==> src/rtl/alu_cmd_ctrl.sv <==
// rtl/alu_cmd_ctrl.sv - command sequencer between the UART RX path, the ALU and the TX FIFO
module alu_cmd_ctrl #(
    parameter int          OP_W      = 8,
    parameter int          RES_BYTES = 2,
    parameter int          TIMEOUT   = 15,
    parameter logic [7:0]  CMD_OP    = 8'hCC,
    parameter logic [7:0]  CMD_FN    = 8'hDD
) (
    input  logic                   CLK,
    input  logic                   RST,
    input  logic [7:0]             RX_P_DATA,
    input  logic                   RX_D_VLD,
    input  logic [8*RES_BYTES-1:0] ALU_OUT,
    input  logic                   ALU_OUT_VLD,
    input  logic                   FIFO_FULL,
    output logic [OP_W-1:0]        ALU_A,
    output logic [OP_W-1:0]        ALU_B,
    output logic [3:0]             ALU_FUN,
    output logic                   ALU_EN,
    output logic                   CLK_GATE_EN,
    output logic [7:0]             WR_DATA,
    output logic                   WR_INC,
    output logic                   BUSY
);

    localparam int RES_W  = 8 * RES_BYTES;
    localparam int BCNT_W = (RES_BYTES > 1) ? $clog2(RES_BYTES) : 1;
    localparam int TMO_W  = $clog2(TIMEOUT + 1);

    typedef enum logic [3:0] {
        S_IDLE, S_GET_A, S_GET_B, S_GET_FUN, S_GATE_ON,
        S_ISSUE, S_WAIT, S_SEND, S_ERR
    } state_t;

    state_t              state_q, state_d;
    logic [OP_W-1:0]     a_q, a_d, b_q, b_d;
    logic [3:0]          fun_q, fun_d;
    logic [RES_W-1:0]    res_q, res_d;
    logic [BCNT_W-1:0]   bcnt_q, bcnt_d;
    logic [TMO_W-1:0]    tmo_q, tmo_d;
    logic                alu_en_q, alu_en_d;
    logic                gate_q, gate_d;
    logic                busy_q, busy_d;
    logic [RES_W-1:0]    res_shift;
    logic                wr_inc;
    logic [7:0]          wr_data;

    assign res_shift = res_q >> {bcnt_q, 3'b000};

    always_comb begin
        state_d = state_q;
        a_d     = a_q;
        b_d     = b_q;
        fun_d   = fun_q;
        res_d   = res_q;
        bcnt_d  = bcnt_q;
        tmo_d   = tmo_q;
        wr_inc  = 1'b0;
        wr_data = 8'h00;

        case (state_q)
            S_IDLE: begin
                if (RX_D_VLD) begin
                    if (RX_P_DATA == CMD_OP) begin
                        state_d = S_GET_A;
                    end else if (RX_P_DATA == CMD_FN) begin
                        state_d = S_GET_FUN;
                    end
                end
            end
            S_GET_A: begin
                if (RX_D_VLD) begin
                    a_d     = OP_W'(RX_P_DATA);
                    state_d = S_GET_B;
                end
            end
            S_GET_B: begin
                if (RX_D_VLD) begin
                    b_d     = OP_W'(RX_P_DATA);
                    state_d = S_GET_FUN;
                end
            end
            S_GET_FUN: begin
                if (RX_D_VLD) begin
                    fun_d   = RX_P_DATA[3:0];
                    state_d = S_GATE_ON;
                end
            end
            S_GATE_ON: begin
                state_d = S_ISSUE;
            end
            S_ISSUE: begin
                tmo_d   = '0;
                state_d = S_WAIT;
            end
            S_WAIT: begin
                if (ALU_OUT_VLD) begin
                    res_d   = ALU_OUT;
                    state_d = S_SEND;
                end else begin
                    // Abort on the cycle that would make the count reach TIMEOUT.
                    tmo_d = tmo_q + TMO_W'(1);
                    if (tmo_q == TMO_W'(TIMEOUT - 1)) begin
                        state_d = S_ERR;
                    end
                end
            end
            S_SEND: begin
                wr_data = res_shift[7:0];
                wr_inc  = ~FIFO_FULL;
                if (wr_inc) begin
                    if (bcnt_q == BCNT_W'(RES_BYTES - 1)) begin
                        bcnt_d  = '0;
                        state_d = S_IDLE;
                    end else begin
                        bcnt_d = bcnt_q + BCNT_W'(1);
                    end
                end
            end
            S_ERR: begin
                wr_data = 8'hEE;
                wr_inc  = ~FIFO_FULL;
                if (wr_inc) begin
                    state_d = S_IDLE;
                end
            end
            default: begin
                state_d = S_IDLE;
            end
        endcase

        // Control outputs are decoded from the next state so they come straight off flops.
        alu_en_d = (state_d == S_ISSUE);
        gate_d   = (state_d == S_GATE_ON) || (state_d == S_ISSUE) || (state_d == S_WAIT);
        busy_d   = (state_d != S_IDLE);
    end

    always_ff @(posedge CLK or negedge RST) begin
        if (!RST) begin
            state_q  <= S_IDLE;
            a_q      <= '0;
            b_q      <= '0;
            fun_q    <= '0;
            res_q    <= '0;
            bcnt_q   <= '0;
            tmo_q    <= '0;
            alu_en_q <= 1'b0;
            gate_q   <= 1'b0;
            busy_q   <= 1'b0;
        end else begin
            state_q  <= state_d;
            a_q      <= a_d;
            b_q      <= b_d;
            fun_q    <= fun_d;
            res_q    <= res_d;
            bcnt_q   <= bcnt_d;
            tmo_q    <= tmo_d;
            alu_en_q <= alu_en_d;
            gate_q   <= gate_d;
            busy_q   <= busy_d;
        end
    end

    assign ALU_A       = a_q;
    assign ALU_B       = b_q;
    assign ALU_FUN     = fun_q;
    assign ALU_EN      = alu_en_q;
    assign CLK_GATE_EN = gate_q;
    assign BUSY        = busy_q;
    assign WR_DATA     = wr_data;
    assign WR_INC      = wr_inc;

endmodule

==> config.mk <==
export PLATFORM = sky130hd
export DESIGN_NAME = alu_cmd_ctrl
export DESIGN_NICKNAME = d
export VERILOG_FILES = /design/src/rtl/alu_cmd_ctrl.sv
export SDC_FILE = /design/constraint.sdc
export NUM_CORES = 1
export LEC_CHECK = 0
export CAP_MARGIN = 0
export CORE_MARGIN = 1
export CORE_UTILIZATION = 30
export CTS_BUF_LIST = sky130_fd_sc_hd__clkbuf_8 sky130_fd_sc_hd__clkbuf_16
export CTS_CLUSTER_DIAMETER = 30
export DETAILED_ROUTE_END_ITERATION = 10
export PLACE_DENSITY = 0.52
export REMOVE_ABC_BUFFERS = 1
export SYNTH_ARGS = -nofsm -noshare
export SYNTH_HDL_FRONTEND = slang
export SYNTH_SLANG_ARGS = --single-unit
==> constraint.sdc <==
create_clock -name CLK -period 2.4 [get_ports CLK]
set_clock_uncertainty 0.05 [all_clocks]
set_input_delay 0.48 -clock CLK [delete_from_list [all_inputs] [get_ports CLK]]
set_output_delay 0.48 -clock CLK [all_outputs]
set_load 0.02 [all_outputs]
==> results of run 1 <==
[power by group]
group	total [mW]	internal (mW)	switching, mW
Sequential	1.47	1.20	0.263
Combinational	1.89	1.01	0.878
Clock	0.523	0.234	0.289
Total	3.87	2.44	1.43
[layout by cell type (no fill, tap or decap), types with 4 or more instances in the layout]
cell	Yosys	routed
sky130_fd_sc_hd__clkdlybuf4s50_1	0	50
sky130_fd_sc_hd__dfrtp_1	48	47
sky130_fd_sc_hd__nor2b_1	4	4
sky130_fd_sc_hd__clkbuf_2	0	6
sky130_fd_sc_hd__nand2_1	9	9
sky130_fd_sc_hd__nor3_1	7	7
sky130_fd_sc_hd__a21oi_1	7	7
sky130_fd_sc_hd__nor2_1	4	4
sky130_fd_sc_hd__nand3_1	5	4
sky130_fd_sc_hd__clkbuf_8	0	6
sky130_fd_sc_hd__mux2i_1	9	9
sky130_fd_sc_hd__o21ai_0	13	13
sky130_fd_sc_hd__mux2_2	36	36
sky130_fd_sc_hd__buf_4	2	14
[worst paths after layout]
check                            from          to  slack (ps)  cells after the start
min                               RST    tmo_q[3]          90                      1
max reg2reg                    bcnt_q        BUSY         400                      5
max in group asynchronous         RST    ALU_B[7]        1670                      2
min reg2reg                  ALU_B[4]    ALU_B[4]         460                      1
max                        state_q[3]  WR_DATA[4]         130                      6
min in group CLK             ALU_B[4]    ALU_B[4]         460                      1
[kinds of logic (layout without fill, tap and decap cells)]
kind of cell | Yosys count | count (layout) | share of synthesized area [%]
fa+ha+maj | 2 | 2 | 1.118
simple gates | 44 | 44 | 11.35
xor+xnor | 2 | 2 | 0.7831
buf+inv | 12 | 89 | 2.628
flops | 48 | 48 | 53.69
mux | 45 | 45 | 22.15
compound gates | 31 | 31 | 8.278
[cell type report]
type                    instances  area [um^2]
inverters                       4        15.01
fillers                       720         4069
multi-input cells             124        982.2
well taps                      99        123.9
flip-flops and latches         48         1202
clock buffers                   6        82.58
repair buffers                 77        724.4
clock inverters                 2        15.01
[timing repair]
| item | CTS | global route |
|---|---|---|
| gates resized for setup | 12 | 20 |
| pin swaps | 0 | 0 |
| endpoints found under the setup margin | 9 | 9 |
[registers in the layout, summed over array words and instances (netlist names)]
register     cells
ALU_EN           1
ALU_B            8
tmo_q            4
state_q          4
CLK_GATE_EN      1
bcnt_q           1
res_q           16
ALU_FUN          4
BUSY             1
ALU_A            8
[critical path, stage by stage, from the launching register on]
cell	delay, ps
sky130_fd_sc_hd__dfrtp_1	390
sky130_fd_sc_hd__and2b_1	210
sky130_fd_sc_hd__and2_1	150
sky130_fd_sc_hd__nand2_1	100
sky130_fd_sc_hd__buf_4	150
sky130_fd_sc_hd__nor2_1	100
sky130_fd_sc_hd__dlygate4sd2_1	340
[metal layers]
metal / vias up / wire length (um) / part of all wire, %
met5: - / 0 / 0
met4: 0 / 64 / 1.2
met3: 5 / 214 / 4.1
met2: 35 / 2473 / 48
met1: 846 / 2424 / 47
li1: 807 / - / -
==> run summary, run 1 <==
The number of global-route vias before repair is 1,613. Of all nets on the critical path, the largest fanout is 3. The area of the die is 7807 um^2.

The global-route track usage on met2 is 21.26%. The first detailed-routing pass took 4 iterations. The design draws 3.874 mW.

The area growth from synthesis to final layout came out at 40.60%. The number of synthesized flops with an enable pin is 0. The wire length per cell came out at 14.38 um. By area the synthesized netlist is led by sky130_fd_sc_hd__dfrtp_1, sky130_fd_sc_hd__mux2_2, sky130_fd_sc_hd__mux2i_1. The clock period could shrink to 2272 ps. The buffer depth of the longest clock path came out at 2. The ratio of total power to cell area came out at 1232 nW/um^2.

The finished cells cover 3146 um^2. The number of antenna violations at the first check in global routing is 0. The post-CTS setup buffer count is 0. The flow ran to the end, and the final reports show no timing, DRC or antenna violations. The final HPWL from detailed placement is 3773 um. The final cycle utilization of the critical path came out at 94.67%. By count the netlist is led by sky130_fd_sc_hd__dfrtp_1, sky130_fd_sc_hd__mux2_2, sky130_fd_sc_hd__o21ai_0. The H-tree generated during clock tree synthesis spans 2 levels. In this run, the number of DRC markers left after iteration 0 of detailed routing was 48. The final antenna-violating net count is 0. The worst hold path belongs to the class primary input to async pin. The count of state elements after synthesis came out at 48.

The global route total overflow came out at 0. STA classifies the critical path startpoint as a flip-flop. The sum of routed wire length over all layers is 5177 um. By startpoint and endpoint, the worst setup path is classified as flip-flop to output port. The die extent in x is 88.36 um.

The number of setup violations in the final report is 0. The endpoint type of the worst setup path is an output port. Hold repair after CTS inserted 0 buffers. The final design utilization came out at 43.60%.

STA puts the critical path data required time at 1870 ps. The cell area after synthesis is 2237 um^2. The final sum of negative setup slack is 0 ps.

The most common cell in the synthesized netlist is sky130_fd_sc_hd__dfrtp_1. Setup repair after global routing left no endpoint under its margin. The global routing usage on met3 came out at 3.638%. Detailed routing inserted a total of 1,693 vias. For the pin with the worst max-slew slack, the measured transition is 542.7 ps. The detailed-route vias per instance came out at 4.703.

TritonCTS built the clock tree. The initial utilization of the core area, before any placement, comes to 31.01%. The largest area contributor in the synthesized netlist is sky130_fd_sc_hd__dfrtp_1.

Among all flip-flop cells after synthesis, the most frequent one is sky130_fd_sc_hd__dfrtp_1. In this run the clock root is driven by a sky130_fd_sc_hd__clkbuf_8. Of the cells placed in the final design, the portion with a size suffix greater than 1 is 28.35%. The worst pin sits at a relative slew slack of 63.82%. Summing all placed instances gives a cell area of 3078 um^2. The highest clock frequency the design can meet is 440.1 MHz. The signal arrival time at the worst endpoint is 1740 ps. A synthesized cell averages 12.16 um^2. The count of buffers from port buffering came out at 60. The area share of the largest cell type after synthesis came out at 53.69%. The count of standard-cell rows is 31. The count of antenna diodes in the layout came out at 0. The number of standard cells after synthesis is 184. The maximum resistive drop on vdd came out at 0.4599 mV.

The clock slew at the register clock pins of the worst setup and hold paths is 100 ps. The final layout contains 291 nets. The async set-or-reset flop fraction in the synthesized netlist is 100.0%. Entering global routing, the biggest net connects 28 pins. For met1 alone, demand over resource in global routing was 19.67%. The number of cells in the design after placement is 352.

The boundary pin count came out at 61. The share of the yosys chip area belonging to registers came out at 53.69%. The clock network latency to the later pin of the worst-skew pair came out at 310 ps. Global routing consumed, over all layers together, 14.04% of the routing resources.

The number of clock sinks came out at 48. The weighted congestion reported at the end of routability-driven placement came out at 0.8379. The first global-routing pass estimated 8238 um of wire. The area inside the core boundary is 7214 um^2.

The number of library cell types mapped by synthesis is 36. The max-cap check violation count is 0. The die boundary height came out at 88.36 um. Counting the buffers created by CTS gives 5. In the routed design, unresolved DRC markers number 0. Setup slack on the critical path of the routed design comes to 128.0 ps.

The layer flagged by global routing as most heavily used is met2. Before CTS, the worst setup slack after placement is 11.88 ps. The leakage power of the design came out at 1.364 nW. The number of max-slew violations in the final report was 0. The worst hold margin came out at 92.93 ps. The count of synthesis-stage warnings from yosys came out at 0. The number of standard cells in the final layout excluding fillers came out at 360. The total count of hold-check failures in the final report is 0.
Note: power is estimated with default switching activity, not from simulation.
==> inputs of run 2 (changes only) <==
MAX_ROUTING_LAYER = met4   (was unset)
==> run 2 against run 1 <==
Largest power group unchanged. Via count fell by 0.18%. Wire length barely moved. Die area did not move. Highest routed layer unchanged.
==> run summary, run 2 (synthesis gave the netlist of run 1 again) <==
The leakage power of the design came out at 1.364 nW (unchanged). The maximum cell stage delay along the critical path came to 390 ps (about the same). The via total after detailed routing is 1,690 (-0.18%). The total routing usage reported by global routing is 14.51% (+0.46 points). The slew at the pin closest to its max-slew limit came out at 542.3 ps (-0.4521 ps). The count of unresolved DRC violations after routing is 0 (unchanged). The clock network latency to the later pin of the worst-skew pair was 300 ps (about the same). The max-cap check violation count came out at 0 (unchanged).

The maximum resistive drop on vdd is 0.4619 mV (+0.43%). The boundary pin count came out at 61 (unchanged). The number of global-route vias before repair came out at 1,614 (+0.062%). The final HPWL from detailed placement was 3773 um (unchanged). The data required time at the worst endpoint is 1870 ps (about the same). The global route total overflow came out at 0 (unchanged). The total count of hold-check failures in the final report is 0 (unchanged).

TritonCTS built the clock tree. The number of nets in the layout is 291 (unchanged). res_q holds more flip-flops than any other register. The most common cell after layout, fill and taps aside is sky130_fd_sc_hd__clkdlybuf4s50_1. STA classifies the critical path startpoint as a flip-flop. The maximum fanout along the worst path came out at 3 (unchanged).

The flip-flop count of the largest register after layout is 16 (unchanged). The count of antenna diodes in the layout was 0 (unchanged). The category of the most critical setup path is flip-flop to output port. The worst setup path is captured at an output port. The sum of routed wire length over all layers is 5182 um (about the same). The flow ran to the end, and the final reports show no timing, DRC or antenna violations. The final cycle utilization of the critical path is 94.67% (about the same). Walking the worst path, the cells encountered are and2b_1 -> and2_1 -> nand2_1 -> buf_4 -> nor2_1 -> dlygate4sd2_1. The shortest period the worst path allows came out at 2272 ps (+0.07100 ps). The final antenna-violating net count was 0 (unchanged). The starting DRC count in detailed routing came out at 45 (-6.3%). In the layout the commonest cells are sky130_fd_sc_hd__clkdlybuf4s50_1, sky130_fd_sc_hd__dfrtp_1, sky130_fd_sc_hd__mux2_2, sky130_fd_sc_hd__buf_4, sky130_fd_sc_hd__o21ai_0. The number of detailed-routing iterations run before antenna repair came out at 4 (unchanged). The count of standard-cell rows is 31 (unchanged). The relative max-transition margin is 63.85% (about the same). The effective utilization at floorplan came out at 31.01% (unchanged).

The die boundary height came out at 88.36 um (unchanged). Setup repair after global routing left no endpoint under its margin. The count of buffers from port buffering came to 60 (unchanged). The detailed-route vias per instance came to 4.694 (-0.18%).

The highest clock frequency the design can meet came out at 440.1 MHz (about the same). The number of antenna violations at the first check in global routing was 0 (unchanged). The number of max-slew violations in the final report is 0 (unchanged). The first-pass GRT wire length is 8231 um (about the same).

The area inside the core boundary is 7214 um^2 (unchanged). The final sum of negative setup slack is 0 ps (unchanged). The signal arrival time at the worst endpoint is 1740 ps (about the same). The number of setup violations in the final report is 0 (unchanged).

The wire length per cell came out at 14.39 um (about the same). The area growth from synthesis to final layout was 40.60% (unchanged). The pin count of the biggest net entering global routing came out at 28 (unchanged). The CTS root buffer is sky130_fd_sc_hd__clkbuf_8. The ratio of total power to cell area came out at 1232 nW/um^2 (about the same). The number of clock sinks is 48 (unchanged). The die extent in x is 88.36 um (unchanged). The fraction of layout instances using a drive strength above 1 was 28.35% (unchanged).

The clock slew at the register clock pins of the worst setup and hold paths is 100 ps (about the same). On the critical path, the stage with the largest delay is an instance of sky130_fd_sc_hd__dfrtp_1. The number of CTS-inserted buffers came out at 5 (unchanged). The weighted congestion reported at the end of routability-driven placement is 0.8509 (+1.6%). The worst hold margin is 93.42 ps (+0.4872 ps). The buffer depth of the longest clock path came to 2 (unchanged). The area of the die is 7807 um^2 (unchanged). The total power consumption of the routed design is 3.875 mW (about the same). The H-tree depth came out at 2 (unchanged).

The worst hold path belongs to the class primary input to async pin.
==> run 2: path summary, 6_finish.rpt <==
path                             from         end  slack, ps  cells past startpoint
max reg2reg                    bcnt_q        BUSY        400                      5
min                               RST    tmo_q[3]         90                      1
max                        state_q[3]  WR_DATA[4]        130                      6
min in group CLK             ALU_B[4]    ALU_B[4]        460                      1
min reg2reg                  ALU_B[4]    ALU_B[4]        460                      1
max in group asynchronous         RST    ALU_B[7]       1670                      2
==> run 2: critical path: cells and delay by family (launching register included) <==
kind | cells | cell delay, ps
buffers and inverters | 2 | 490
DFF | 1 | 390
and+or+nand+nor | 4 | 560
==> run 2: area by class of cell <==
type / count / area [um^2]
clock buffers: 6 / 82.58
clock inverters: 2 / 15.01
fillers: 720 / 4069
inverters: 4 / 15.01
multi-input cells: 124 / 982.2
flip-flops and latches: 48 / 1202
well taps: 99 / 123.9
repair buffers: 77 / 724.4
==> run 2: stage by stage <==
step / utilization (%) / area, um^2 / std cells / worst slack, ps
6_report: 43.60 / 3146 / 360 / 127.9
5_1_grt: 43.60 / 3146 / 360 / 2.839
4_1_cts: 43.96 / 3172 / 360 / 17.90
3_5_place_dp: 42.66 / 3078 / 352 / 11.88
3_3_place_gp: 42.66 / 3078 / 352 / 31.74
2_1_floorplan: - / 2193 / 176 / 360.1
==> run 2: per-layer routing <==
layer | global-route usage, % | vias up | wire length [um]
met3 | 3.078 | 5 | 190
met1 | 20.08 | 843 | 2465
met5 | - | - | 0
met4 | 4.399 | 0 | 51
li1 | - | 807 | -
met2 | 21.26 | 35 | 2475
==> run 2: what timing repair did <==
action | 4_1_cts | 5_1_grt
hold buffers | 0 | 0
setup endpoints to repair | 9 | 9
buffers inserted | 0 | 0
pin swaps | 0 | 0
gates resized for setup | 12 | 20
==> run 2: power by group <==
| part | internal [mW] | switching [mW] |
|---|---|---|
| combinational | 1.01 | 0.877 |
| sequential | 1.20 | 0.264 |
| clock | 0.234 | 0.290 |
| total | 2.44 | 1.43 |
==> inputs of run 3 (changes only) <==
clock period = 2.75 ns   (was 2.4 ns; I/O delays follow)
==> run 3 against run 2 <==
Sequential power shrank 14%. Setup slack gained 140 ps. Design area shrank 1.2%. Non-clock buffer count shrank 7. Worst hold slack gained 82 ps.
==> run summary, run 3 (synthesis gave the netlist of run 1 again) <==
TritonCTS built the clock tree. The die extent in x is 88.36 um (unchanged). The count of standard-cell rows came to 31 (unchanged). The start point of the critical path is state_q[3]. The cell with the biggest individual delay on the critical path is sky130_fd_sc_hd__dfrtp_1. The final antenna-violating net count was 0 (unchanged).

The maximum fanout along the worst path came to 10 (+7). The shortest period the worst path allows came out at 2479 ps. Ranked by flip-flop count, first place goes to res_q. The count of buffers from port buffering came out at 60 (unchanged). The global route total overflow is 0 (unchanged). The worst setup path is captured at an output port. The number of detailed-routing iterations run before antenna repair is 4 (unchanged). The depth of the most critical reg-to-reg path came out at 5 (unchanged). The category of the most critical setup path is flip-flop to output port. The boundary pin count was 61 (unchanged).

The total count of hold-check failures in the final report came out at 0 (unchanged). The count of hold buffers inserted by post-cts repair is 0 (unchanged). The startpoint identified for the worst register-to-register timing path is bcnt_q.

The maximum cell stage delay along the critical path is 380 ps (about the same). The pin count of the biggest net entering global routing was 25 (-11%). The weighted congestion reported at the end of routability-driven placement came out at 0.8273 (-2.8%). The detailed-route vias per instance came out at 4.737 (+0.90%). The via total after detailed routing came to 1,672 (-1.1%). The number of global-route vias before repair came out at 1,651 (+2.3%).

The slew at the pin closest to its max-slew limit is 552.2 ps (+9.919 ps). On the critical path the largest part of the delay comes from simple AND/OR/NAND/NOR gates. The flip-flop count of the largest register after layout came out at 16 (unchanged). The clock network latency to the later pin of the worst-skew pair is 300 ps (about the same). The area growth from synthesis to final layout came out at 38.93%.

The critical path goes through and2b_1 -> and2_1 -> nand2_2 -> o21ai_0 -> dlygate4sd2_1. The flow ran to the end, and the final reports show no timing, DRC or antenna violations. The final design utilization came out at 43.08% (-0.52 points). The leakage power of the design is 1.392 nW (+2.0%). The number of max-slew violations in the final report is 0 (unchanged). The area of the die came out at 7807 um^2 (unchanged). The total power consumption of the routed design was 3.389 mW (-13%). The highest clock frequency the design can meet is 403.4 MHz. The number of setup violations in the final report is 0 (unchanged). The final HPWL from detailed placement is 3810 um (+0.99%). The kind of path behind the tightest hold check is primary input to async pin. The slack of the worst reg-to-reg path is 710 ps (+310 ps). The max-cap check violation count is 0 (unchanged).

Leaving out fill and tap cells, the most frequent cell in the layout is sky130_fd_sc_hd__clkdlybuf4s50_1. The area inside the core boundary is 7214 um^2 (unchanged). Setup repair after global routing left no endpoint under its margin.

In the layout the commonest cells are sky130_fd_sc_hd__clkdlybuf4s50_1, sky130_fd_sc_hd__dfrtp_1, sky130_fd_sc_hd__mux2_2, sky130_fd_sc_hd__o21ai_0, sky130_fd_sc_hd__buf_4. The kind of launch point of the worst setup path is a flip-flop. The fraction of layout instances using a drive strength above 1 is 23.62% (-4.7 points). The count of cells resized by post-cts repair is 9 (-3). The maximum resistive drop on vdd is 0.4145 mV (-10%).

The effective utilization at floorplan was 31.01% (unchanged). The signal arrival time at the worst endpoint came out at 1880 ps (+140 ps). The first-pass GRT wire length came out at 8404 um (+2.1%). The root buffer cell chosen for the clock tree is sky130_fd_sc_hd__clkbuf_8. The ratio of total power to cell area is 1091 nW/um^2 (-11%). The wire length per cell was 14.62 um (+1.6%).

The clock slew at the register clock pins of the worst setup and hold paths is 90 ps (about the same). The sum of routed wire length over all layers is 5160 um (-0.42%). The number of nets in the layout came to 284 (-2.4%). The starting DRC count in detailed routing came out at 72 (+60%). The number of standard cells in the final layout excluding fillers is 353 (-1.9%). The post-CTS setup buffer count was 0 (unchanged).

The data required time at the worst endpoint is 2150 ps (+280 ps). The relative max-transition margin came out at 63.19% (-0.66 points). The endpoint of the worst register-to-register path is BUSY. The total routing usage reported by global routing came out at 14.88% (+0.37 points). The H-tree depth is 2 (unchanged).

The number of antenna violations at the first check in global routing is 0 (unchanged). The count of buffer and inverter cells on the critical path came to 1 (-1). The buffer depth of the longest clock path came out at 2 (unchanged). The count of unresolved DRC violations after routing is 0 (unchanged).

The number of clock sinks is 48 (unchanged). The worst path uses 90.15% of the clock period. The count of antenna diodes in the layout was 0 (unchanged).

The final sum of negative setup slack came out at 0 ps (unchanged). The die boundary height was 88.36 um (unchanged). The number of cells in the design after placement was 345 (-2.0%). The endpoint of the most critical setup path is WR_DATA[7]. The number of gates on the worst path with buffers counted came out at 5 (-1). The number of CTS-inserted buffers is 5 (unchanged).
## run 3: layout make-up
cell class	instances	area, um^2
clock buffers	5	68.82
clock inverters	3	47.55
fillers	712	4106
inverters	4	15.01
multi-input cells	124	984.7
flip-flops and latches	48	1201
well taps	99	123.9
repair buffers	70	666.9
## run 3: per-layer routing
layer / share of wire (%) / track usage [%] / vias to the layer above / routed length [um]
li1: - / - / 806 / -
met1: 46 / 19.79 / 827 / 2374
met2: 50 / 22.80 / 34 / 2562
met3: 3.1 / 2.892 / 5 / 159
met4: 1.2 / 4.839 / 0 / 64
met5: 0 / - / - / 0
## run 3: metrics by stage
step                setup WS, ps  area, um^2  hold slack, ps
finish                     271.0        3108           175.6
floorplan                  640.1        2193           204.4
CTS                        40.31        3103           179.1
global placement           234.7        2988           439.1
global route               125.4        3108           200.6
detailed placement         213.9        2988           442.2
## run 3: worst min path at each step
stage,endpoint,slack [ps],depth (start not counted),start
after global routing,ALU_A[0],200,1,RST
after global placement,ALU_FUN[0],440,1,ALU_FUN[0]
after CTS,ALU_A[0],180,1,RST
final,tmo_q[3],180,1,RST
after detailed placement,ALU_FUN[0],440,1,ALU_FUN[0]
after floorplan,ALU_A[0],200,0,RST
## run 3: report_power, final
part | leakage [nW] | switching, mW | internal [mW]
clock network | 0.0583 | 0.243 | 0.274
registers | 0.580 | 0.226 | 1.05
logic | 0.754 | 0.760 | 0.838
## run 3: worst reg2reg max path: cells and delay by family, from the launching register on
family           cells  cell delay, ps
AND/OR/NAND/NOR      3             890
flip-flops           1             690
AO/OA/AOI/OAI        2             290
